File: config.mk
export PLATFORM = sky130hd
export DESIGN_NAME = entrada_dados_pc_flat
export DESIGN_NICKNAME = d
export VERILOG_FILES = /design/src/rtl/entrada_dados_pc_if.sv /design/src/rtl/entrada_dados_pc.sv /design/src/flat_wrapper.sv
export SDC_FILE = /design/constraint.sdc
export NUM_CORES = 1
export LEC_CHECK = 0
export CAP_MARGIN = 40
export CORE_UTILIZATION = 43
export CTS_CLUSTER_SIZE = 40
export DETAILED_ROUTE_END_ITERATION = 7
export PLACE_DENSITY = 0.81
export SYNTH_ARGS = -nofsm -noshare
export SYNTH_HDL_FRONTEND = slang
export SYNTH_SLANG_ARGS = --single-unit
File: constraint.sdc
create_clock -name CLK -period 1.4 [get_ports CLK]
set_input_delay 0.14 -clock CLK [delete_from_list [all_inputs] [get_ports CLK]]
set_output_delay 0.14 -clock CLK [all_outputs]
set_load 0.05 [all_outputs]
File: src/rtl/entrada_dados_pc_if.sv
// Handshake between the IN-instruction input stage and the processor core:
// the control unit raises InRead, the stage answers with Dado/Ready and holds Stall.
interface entrada_dados_pc_if;
    logic        InRead;
    logic [31:0] Dado;
    logic        Stall;
    logic        Ready;

    modport master (output InRead, input  Dado, Stall, Ready);
    modport slave  (input  InRead, output Dado, Stall, Ready);
endinterface

File: src/rtl/entrada_dados_pc.sv
// IN-instruction input stage: synchronizes and debounces the Enter key, stalls the
// processor while waiting, and captures a signed 11-bit switch value as a 32-bit word.
module entrada_dados_pc #(
    parameter int DEBOUNCE_CYCLES = 50000,
    parameter int CNT_W           = 16
) (
    input  logic                CLK,
    input  logic                Reset,
    input  logic [9:0]          Switches,
    input  logic                SignSw,
    input  logic                Key_n,
    output logic                LedWait,
    entrada_dados_pc_if.slave   bus
);

    typedef enum logic [1:0] {ST_IDLE, ST_WAIT, ST_DONE} state_t;

    localparam logic [CNT_W-1:0] CNT_MAX = CNT_W'(DEBOUNCE_CYCLES - 1);

    logic             sync1_q, sync1_d;
    logic             sync2_q, sync2_d;
    logic [1:0]       sync_vld_q, sync_vld_d;
    logic             deb_q, deb_d;
    logic [CNT_W-1:0] cnt_q, cnt_d;
    logic             armed_q, armed_d;
    logic             press_q, press_d;
    state_t           state_q, state_d;
    logic [31:0]      dado_q, dado_d;

    logic        ready;
    logic        capture;
    logic [31:0] magnitude;
    logic [31:0] value;

    // NOTE: every always_comb output gets a default first so no path leaves it
    // unassigned; otherwise synthesis infers a latch.
    always_comb begin
        sync1_d    = Key_n;
        sync2_d    = sync1_q;
        sync_vld_d = {sync_vld_q[0], 1'b1};
        deb_d      = deb_q;
        cnt_d      = '0;
        press_d    = 1'b0;
        // A key held through Reset must first be seen released before it may press;
        // sync_vld masks the reset values still flowing through the synchronizer.
        armed_d    = armed_q | (sync_vld_q[1] & sync2_q & deb_q);
        if (sync2_q != deb_q) begin
            if (cnt_q == CNT_MAX) begin
                deb_d   = sync2_q;
                press_d = armed_q & ~sync2_q;
            end else begin
                cnt_d = cnt_q + 1'b1;
            end
        end
    end

    always_comb begin
        state_d = state_q;
        unique case (state_q)
            ST_IDLE: if (bus.InRead) state_d = ST_WAIT;
            ST_WAIT: begin
                if (!bus.InRead)  state_d = ST_IDLE;
                else if (press_q) state_d = ST_DONE;
            end
            ST_DONE: if (bus.InRead) state_d = ST_IDLE;
            default: state_d = ST_IDLE;
        endcase
    end

    always_comb begin
        magnitude = {22'b0, Switches};
        value     = SignSw ? (~magnitude + 32'd1) : magnitude;
        ready     = (state_q == ST_DONE);
        capture   = (state_q == ST_WAIT) & bus.InRead & press_q;
        dado_d    = capture ? value : dado_q;
        LedWait   = (state_q == ST_WAIT);
        bus.Ready = ready;
        bus.Stall = bus.InRead & ~ready;
        bus.Dado  = dado_q;
    end

    // NOTE: sequential state uses non-blocking assignments so every flop samples
    // the pre-edge values, independent of statement order.
    always_ff @(posedge CLK) begin
        if (Reset) begin
            sync1_q    <= 1'b1;
            sync2_q    <= 1'b1;
            sync_vld_q <= '0;
            deb_q      <= 1'b1;
            cnt_q      <= '0;
            armed_q    <= 1'b0;
            press_q    <= 1'b0;
            state_q    <= ST_IDLE;
            dado_q     <= '0;
        end else begin
            sync1_q    <= sync1_d;
            sync2_q    <= sync2_d;
            sync_vld_q <= sync_vld_d;
            deb_q      <= deb_d;
            cnt_q      <= cnt_d;
            armed_q    <= armed_d;
            press_q    <= press_d;
            state_q    <= state_d;
            dado_q     <= dado_d;
        end
    end

endmodule

File: src/flat_wrapper.sv
// flat-port wrapper written by rule: the top's interface ports become plain ports
module entrada_dados_pc_flat 
#(
    parameter int DEBOUNCE_CYCLES = 50000,
    parameter int CNT_W           = 16
)
  (CLK, Reset, Switches, SignSw, Key_n, LedWait, bus_InRead, bus_Dado, bus_Stall, bus_Ready);
  entrada_dados_pc_if bus_i ();
  input  logic CLK;
  input  logic Reset;
  input  logic [9:0] Switches;
  input  logic SignSw;
  input  logic Key_n;
  output logic LedWait;
  input wire logic [$bits(bus_i.InRead)-1:0] bus_InRead;
  output wire logic [$bits(bus_i.Dado)-1:0] bus_Dado;
  output wire logic [$bits(bus_i.Stall)-1:0] bus_Stall;
  output wire logic [$bits(bus_i.Ready)-1:0] bus_Ready;
  assign bus_i.InRead = bus_InRead;
  assign bus_Dado = bus_i.Dado;
  assign bus_Stall = bus_i.Stall;
  assign bus_Ready = bus_i.Ready;
  entrada_dados_pc #(.DEBOUNCE_CYCLES(DEBOUNCE_CYCLES), .CNT_W(CNT_W)) u_core (.CLK(CLK), .Reset(Reset), .Switches(Switches), .SignSw(SignSw), .Key_n(Key_n), .LedWait(LedWait), .bus(bus_i));
endmodule
==> run metrics, run 1 <==
post-route ant nets=0; global route overflow=0; largest net degree at the start of global routing=16; R2R Path End=u_core.cnt_q[9]; hpwl dp=3388 um; Diodes inserted=0; CTS tree=yes; cell depth of the worst min-delay path=4; CP Capture Type=flip-flop; DIE WIDTH=69.51 um; Yosys warning count=0; Synth area leader=dfxtp_1; flop-to-flop setup slack=0.04 ns; TNS Setup=-0.005628 ns; syn_nets=234; Clock Path Buffers=2; min-delay src=Switches[0]; 1st-iter DRT viols=77; RSZ-0062 raised after global routing=true; slowest stage delay, CP=0.37 ns; post-layout min period=1.406 ns; Setup-failing EPs final=1; core box area=4354 um^2; IO buf count=49; WL met1=1873 um; MaxCap Viol Count=0; max layer used=met4; Synth top area share=44.96%; post-synthesis cell type count=37; worst path bufs/invs=1; peak supply drop=0.8471 mV; Final Util=70.95%; sequential fraction of the synthesis area=44.96%; WP data arrival=1.60 ns; pwr dens=801.2 nW/um^2; # H-tree levels=2; reg2reg path depth=6; Die Height=69.51 um; first-pass GRT wire length=7831 um; DP Worst Slack=-0.5467 ns; worst-path cell chain=clkdlybuf4s15_1 -> or3_4 -> nor4_4 -> ha_1 -> mux2i_1 -> a211oi_2; area delta synth->final=57.66%; Cell Rows=24; Slew headroom=73.67%; Hold Path Sink=u_core.bus.Dado[0]; number of global-route vias before repair=1,735; most frequent cells in the layout=buf_4, dfxtp_1, nor2_1; Final Slew Violations=0; WP data required=1.59 ns; Min-Delay Path Class=primary input to flip-flop; top cells by area, synth=dfxtp_1, xnor2_1, nor2_1; layout cells sized above 1=40.61%; final net count=310; num ports=50; Clk Latency, worst-skew pair=0.30 ns; Critical Path Fanout Max=3; final period utilization=100.4%; worst-case clock skew=0.005282 ns; register bit total from synthesis=44; Initial Utilization=45.00%; final worst slack=-0.005628 ns; slowest CP cell=or3_4; Clock Tree Root=clkbuf_8; drt pass-1 iters=4; Pwr Total=2.475 mW; Crit path max-delay family=simple AND/OR/NAND/NOR gates; Clock transition at path regs=0.09 ns; wire per inst=13.72 um; clk sinks=44; met2 WL=2531 um; initial antenna violation count=0; Async S/R FF share, synth=0%; via count=1,776; detailed-route vias per instance=5.148; total CTS buffers=5; fmax=0.7114 GHz; DRT Wirelength=4733 um; Synth Instances=216; startpoint types=primary input; DIE AREA=4831 um^2; Total Routing Usage GR=20.44%; most common flop cell mapped by yosys=dfxtp_1; metal3 WL=223 um; commonest non-fill, non-tap cell in the layout=buf_4; DRC Markers=0; reg2reg start=u_core.cnt_q[3]; number of flops mapped to enable cells by yosys=0; failing checks=setup timing; Final Wtd Congestion=0.8347; status=finished with violations; Worst-Margin Slew=0.3919 ns; Hold Violations, Final=0; Syn Area/Cell=9.071 um^2; Pleak=1.263 nW; Worst Setup Path Type=primary input to flip-flop; cell area after synthesis=1959 um^2
-- how the worst max path moves through the flow --
stage	slack [ns]	startpoint	to	depth (start not counted)
floorplan	0.004	Switches[0]	u_core.bus.Dado[9]	5
global placement	-0.48	Switches[0]	u_core.bus.Dado[9]	6
detailed placement	-0.55	Switches[1]	u_core.bus.Dado[8]	7
CTS	0.01	u_core.state_q[1]	bus_Stall	3
global route	-0.06	u_core.cnt_q[4]	u_core.cnt_q[15]	5
finish	-0.006	Switches[3]	u_core.bus.Dado[9]	6
-- report_power, final --
| group | switching (mW) | total, mW | internal [mW] |
|---|---|---|---|
| registers | 0.00615 | 1.27 | 1.26 |
| logic | 0.101 | 0.210 | 0.109 |
| clock network | 0.461 | 0.998 | 0.537 |
| total | 0.568 | 2.48 | 1.91 |
-- final cells by class --
cell class / count / area [um^2]
flip-flops and latches: 44 / 887.1
fillers: 299 / 1265
clock buffers: 5 / 68.82
multi-input cells: 143 / 1035
clock inverters: 3 / 47.55
repair buffers: 89 / 952.2
inverters: 9 / 33.78
well taps: 52 / 65.06
-- kinds of logic (layout without fill, tap and decap cells) --
group / Yosys count / in the layout / synth area share, %
adder cells (fa/ha/maj): 3 / 3 / 1.916
flip-flops: 44 / 44 / 44.96
XOR/XNOR: 21 / 21 / 9.387
AO/OA/AOI/OAI: 36 / 36 / 12.45
buffers and inverters: 29 / 106 / 8.237
multiplexers: 3 / 3 / 1.533
AND/OR/NAND/NOR: 80 / 80 / 21.52
-- synth_stat cells (4+ instances only) --
cell,n
nand4_1,4
o21ai_0,6
nor2b_1,4
nor3_1,5
nor4_1,4
dfxtp_1,44
nand2_1,14
buf_4,13
a211oi_1,5
xnor2_1,14
nor2_1,28
inv_1,9
xor2_1,7
nand3_1,7
a21oi_1,13
a21o_1,4
clkbuf_1,4
-- per-stage QoR --
stage	cells	area [um^2]	hold WS (ns)
global route	345	3089	0.2516
CTS	343	3009	0.2200
detailed placement	333	2864	0.3972
global placement	333	2864	0.3998
floorplan	216	1981	0.2438
finish	345	3089	0.2316
-- routing by layer --
| layer | up-vias | track usage [%] |
|---|---|---|
| met4 | 0 | 8.163 |
| met3 | 9 | 5.814 |
| met2 | 40 | 36.79 |
| li1 | 882 | - |
| met5 | - | 0 |
| met1 | 845 | 22.42 |
-- state kept, by name (all words and copies together) (netlist names) --
name               count
u_core.sync_vld_q      2
u_core.sync1_q         1
u_core.cnt_q          16
u_core.deb_q           1
u_core.bus.Dado       19
u_core.sync2_q         1
u_core.armed_q         1
u_core.state_q         2
u_core.press_q         1
-- tightest hold or removal path, cell delays in order --
cell and delay (ns):
buf_2 0.11, buf_4 0.13, nand2_1 0.06, a21oi_1 0.05
-- what timing repair did --
action	4_1_cts	5_1_grt
endpoints found under the setup margin	16	25
pin swaps	12	12
hold buffers	0	0
setup buffers	2	2
gates resized for setup	28	21
endpoints found under the hold margin	0	0
Power figures use the tool's default switching activity.
==> run 2, diff against run 1 <==
Settings changed: CORE_UTILIZATION 43 to 44, PLACE_DENSITY 0.81 to 0.83, REMOVE_ABC_BUFFERS set to 1, SKIP_CTS_REPAIR_TIMING set to 1.
==> run 2 against run 1 <==
- the run still ends with setup timing left
- register-to-register slack worse by 0.05 ns
- final cell count shrank 0.29%
- clock power fell by 15%
- wire length rose by 18%
- non-clock buffer count increased by 1
- clock-buffer cell count grew 1
==> run metrics, run 2 (synthesis results as in run 1) <==
flop-to-flop setup slack=-0.01 ns; Worst-Margin Slew=0.3814 ns; WP data arrival=1.69 ns; Setup-failing EPs final=3; Slew headroom=74.38%; area post-placement=2843 um^2; post-layout min period=1.511 ns; clk sinks=44; Diodes inserted=0; WP data required=1.58 ns; global route overflow=0; first-pass GRT wire length=7210 um; Clk Latency, worst-skew pair=0.31 ns; reg2reg path depth=6; CTS tree=yes; final net count=311; cell depth of the worst min-delay path=4; Cell Rows=23; Hold Violations, Final=0; final worst slack=-0.1113 ns; CP Capture Type=flip-flop; 1st-iter DRT viols=69; MaxCap Viol Count=0; DRC Markers=0; R2R Path End=u_core.deb_q; core box area=4144 um^2; area delta synth->final=58.81%; max reg flops=19; Worst Setup Path Type=primary input to flip-flop; DIE AREA=4724 um^2; DRT Wirelength=5579 um; hpwl dp=3550 um; initial antenna violation count=0; Pleak=1.307 nW; layout cells sized above 1=39.12%; via count=1,861; fmax=0.6617 GHz; detailed-route vias per instance=5.410; Critical Path Fanout Max=2; # H-tree levels=2; Min-Delay Path Class=primary input to flip-flop; startpoint types=primary input; Total Routing Usage GR=21.24%; worst path bufs/invs=1; Final Slew Violations=0; DIE WIDTH=68.73 um; slowest stage delay, CP=0.55 ns; worst-path cell chain=dlymetal6s2s_1 -> or4_4 -> nor4_4 -> ha_1 -> mux2i_1 -> a211oi_1; Final Wtd Congestion=0.8588; TNS Setup=-0.1239 ns; min-delay src=Switches[0]; commonest non-fill, non-tap cell in the layout=buf_4; Crit path max-delay family=simple AND/OR/NAND/NOR gates; final instance area=3112 um^2; Clock Path Buffers=2; pwr dens=750.8 nW/um^2; slowest CP cell=or4_4; post-route ant nets=0; status=finished with violations; Final Util=75.09%; Hold Path Sink=u_core.bus.Dado[0]; number of global-route vias before repair=1,725; IO buf count=49; Die Height=68.73 um; DP Worst Slack=-0.6479 ns; Clock Tree Root=clkbuf_8; num ports=50; failing checks=setup timing; peak supply drop=0.5091 mV; most frequent cells in the layout=buf_4, dfxtp_1, nor2_1; total CTS buffers=5; largest net degree at the start of global routing=14; final period utilization=107.9%; Layout fillers=271; Initial Utilization=47.28%; wire per inst=16.22 um; reg2reg start=u_core.cnt_q[0]; drt pass-1 iters=4; Clock transition at path regs=0.09 ns; RSZ-0062 raised after global routing=true; worst-case clock skew=0.005530 ns
-- run 2: cell types whose count changed in the layout (fill, tap and decap cells not counted), sizes merged --
cell	delta
dlymetal6s2s	+5
buf	-2
bufinv	-1
clkdlybuf4s15	-1
-- run 2: how the worst max path moves through the flow --
stage                           start  cells after the start            endpoint
finish                    Switches[5]                      6  u_core.bus.Dado[9]
global route              Switches[5]                      6  u_core.bus.Dado[9]
CTS                       Switches[0]                      6  u_core.bus.Dado[9]
detailed placement        Switches[0]                      6  u_core.bus.Dado[9]
global placement          Switches[0]                      6  u_core.bus.Dado[9]
floorplan           u_core.state_q[1]                      2           bus_Stall
-- run 2: per-stage QoR --
| stage | total power [mW] | cells | hold WS, ns |
|---|---|---|---|
| 5_1_grt | 2.414 | 344 | 0.2132 |
| 4_1_cts | 2.324 | 339 | 0.3952 |
| 6_report | 2.336 | 344 | 0.2132 |
| 3_3_place_gp | 1.495 | 331 | 0.4008 |
| 3_5_place_dp | 1.502 | 331 | 0.3975 |
| 2_1_floorplan | 1.363 | 196 | 0.2091 |
-- run 2: per-layer routing --
| layer | wire length [um] | share of wire, % | GRT usage [%] |
|---|---|---|---|
| met4 | 153 | 2.7 | 8.673 |
| met3 | 304 | 5.4 | 8.388 |
| met1 | 2066 | 37 | 21.71 |
| met5 | 0 | 0 | 0 |
| met2 | 3054 | 55 | 38.36 |
-- run 2: worst register-to-register path: stages (launching register included) --
cell	delay (ns)
dfxtp_4	0.38
ha_4	0.15
and3_4	0.19
nand4_1	0.19
buf_4	0.20
mux2i_1	0.14
nand2_1	0.06
-- run 2: power breakdown --
part	switching [mW]	total (mW)	internal, mW	leakage, nW
Combinational	0.107	0.221	0.114	0.895
Clock	0.456	0.851	0.394	0.0510
Sequential	0.00744	1.26	1.26	0.360
Total	0.571	2.34	1.77	1.31
-- run 2: layout make-up --
type	count	area [um^2]	share of cell area, %
Timing Repair Buffer	90	1017	32.69
Multi-Input combinational cell	143	1010	32.45
Sequential cell	44	895.9	28.79
Clock buffer	6	82.58	2.654
Tap cell	50	62.56	2.010
Inverter	9	33.78	1.086
Clock inverter	2	10.01	0.3217
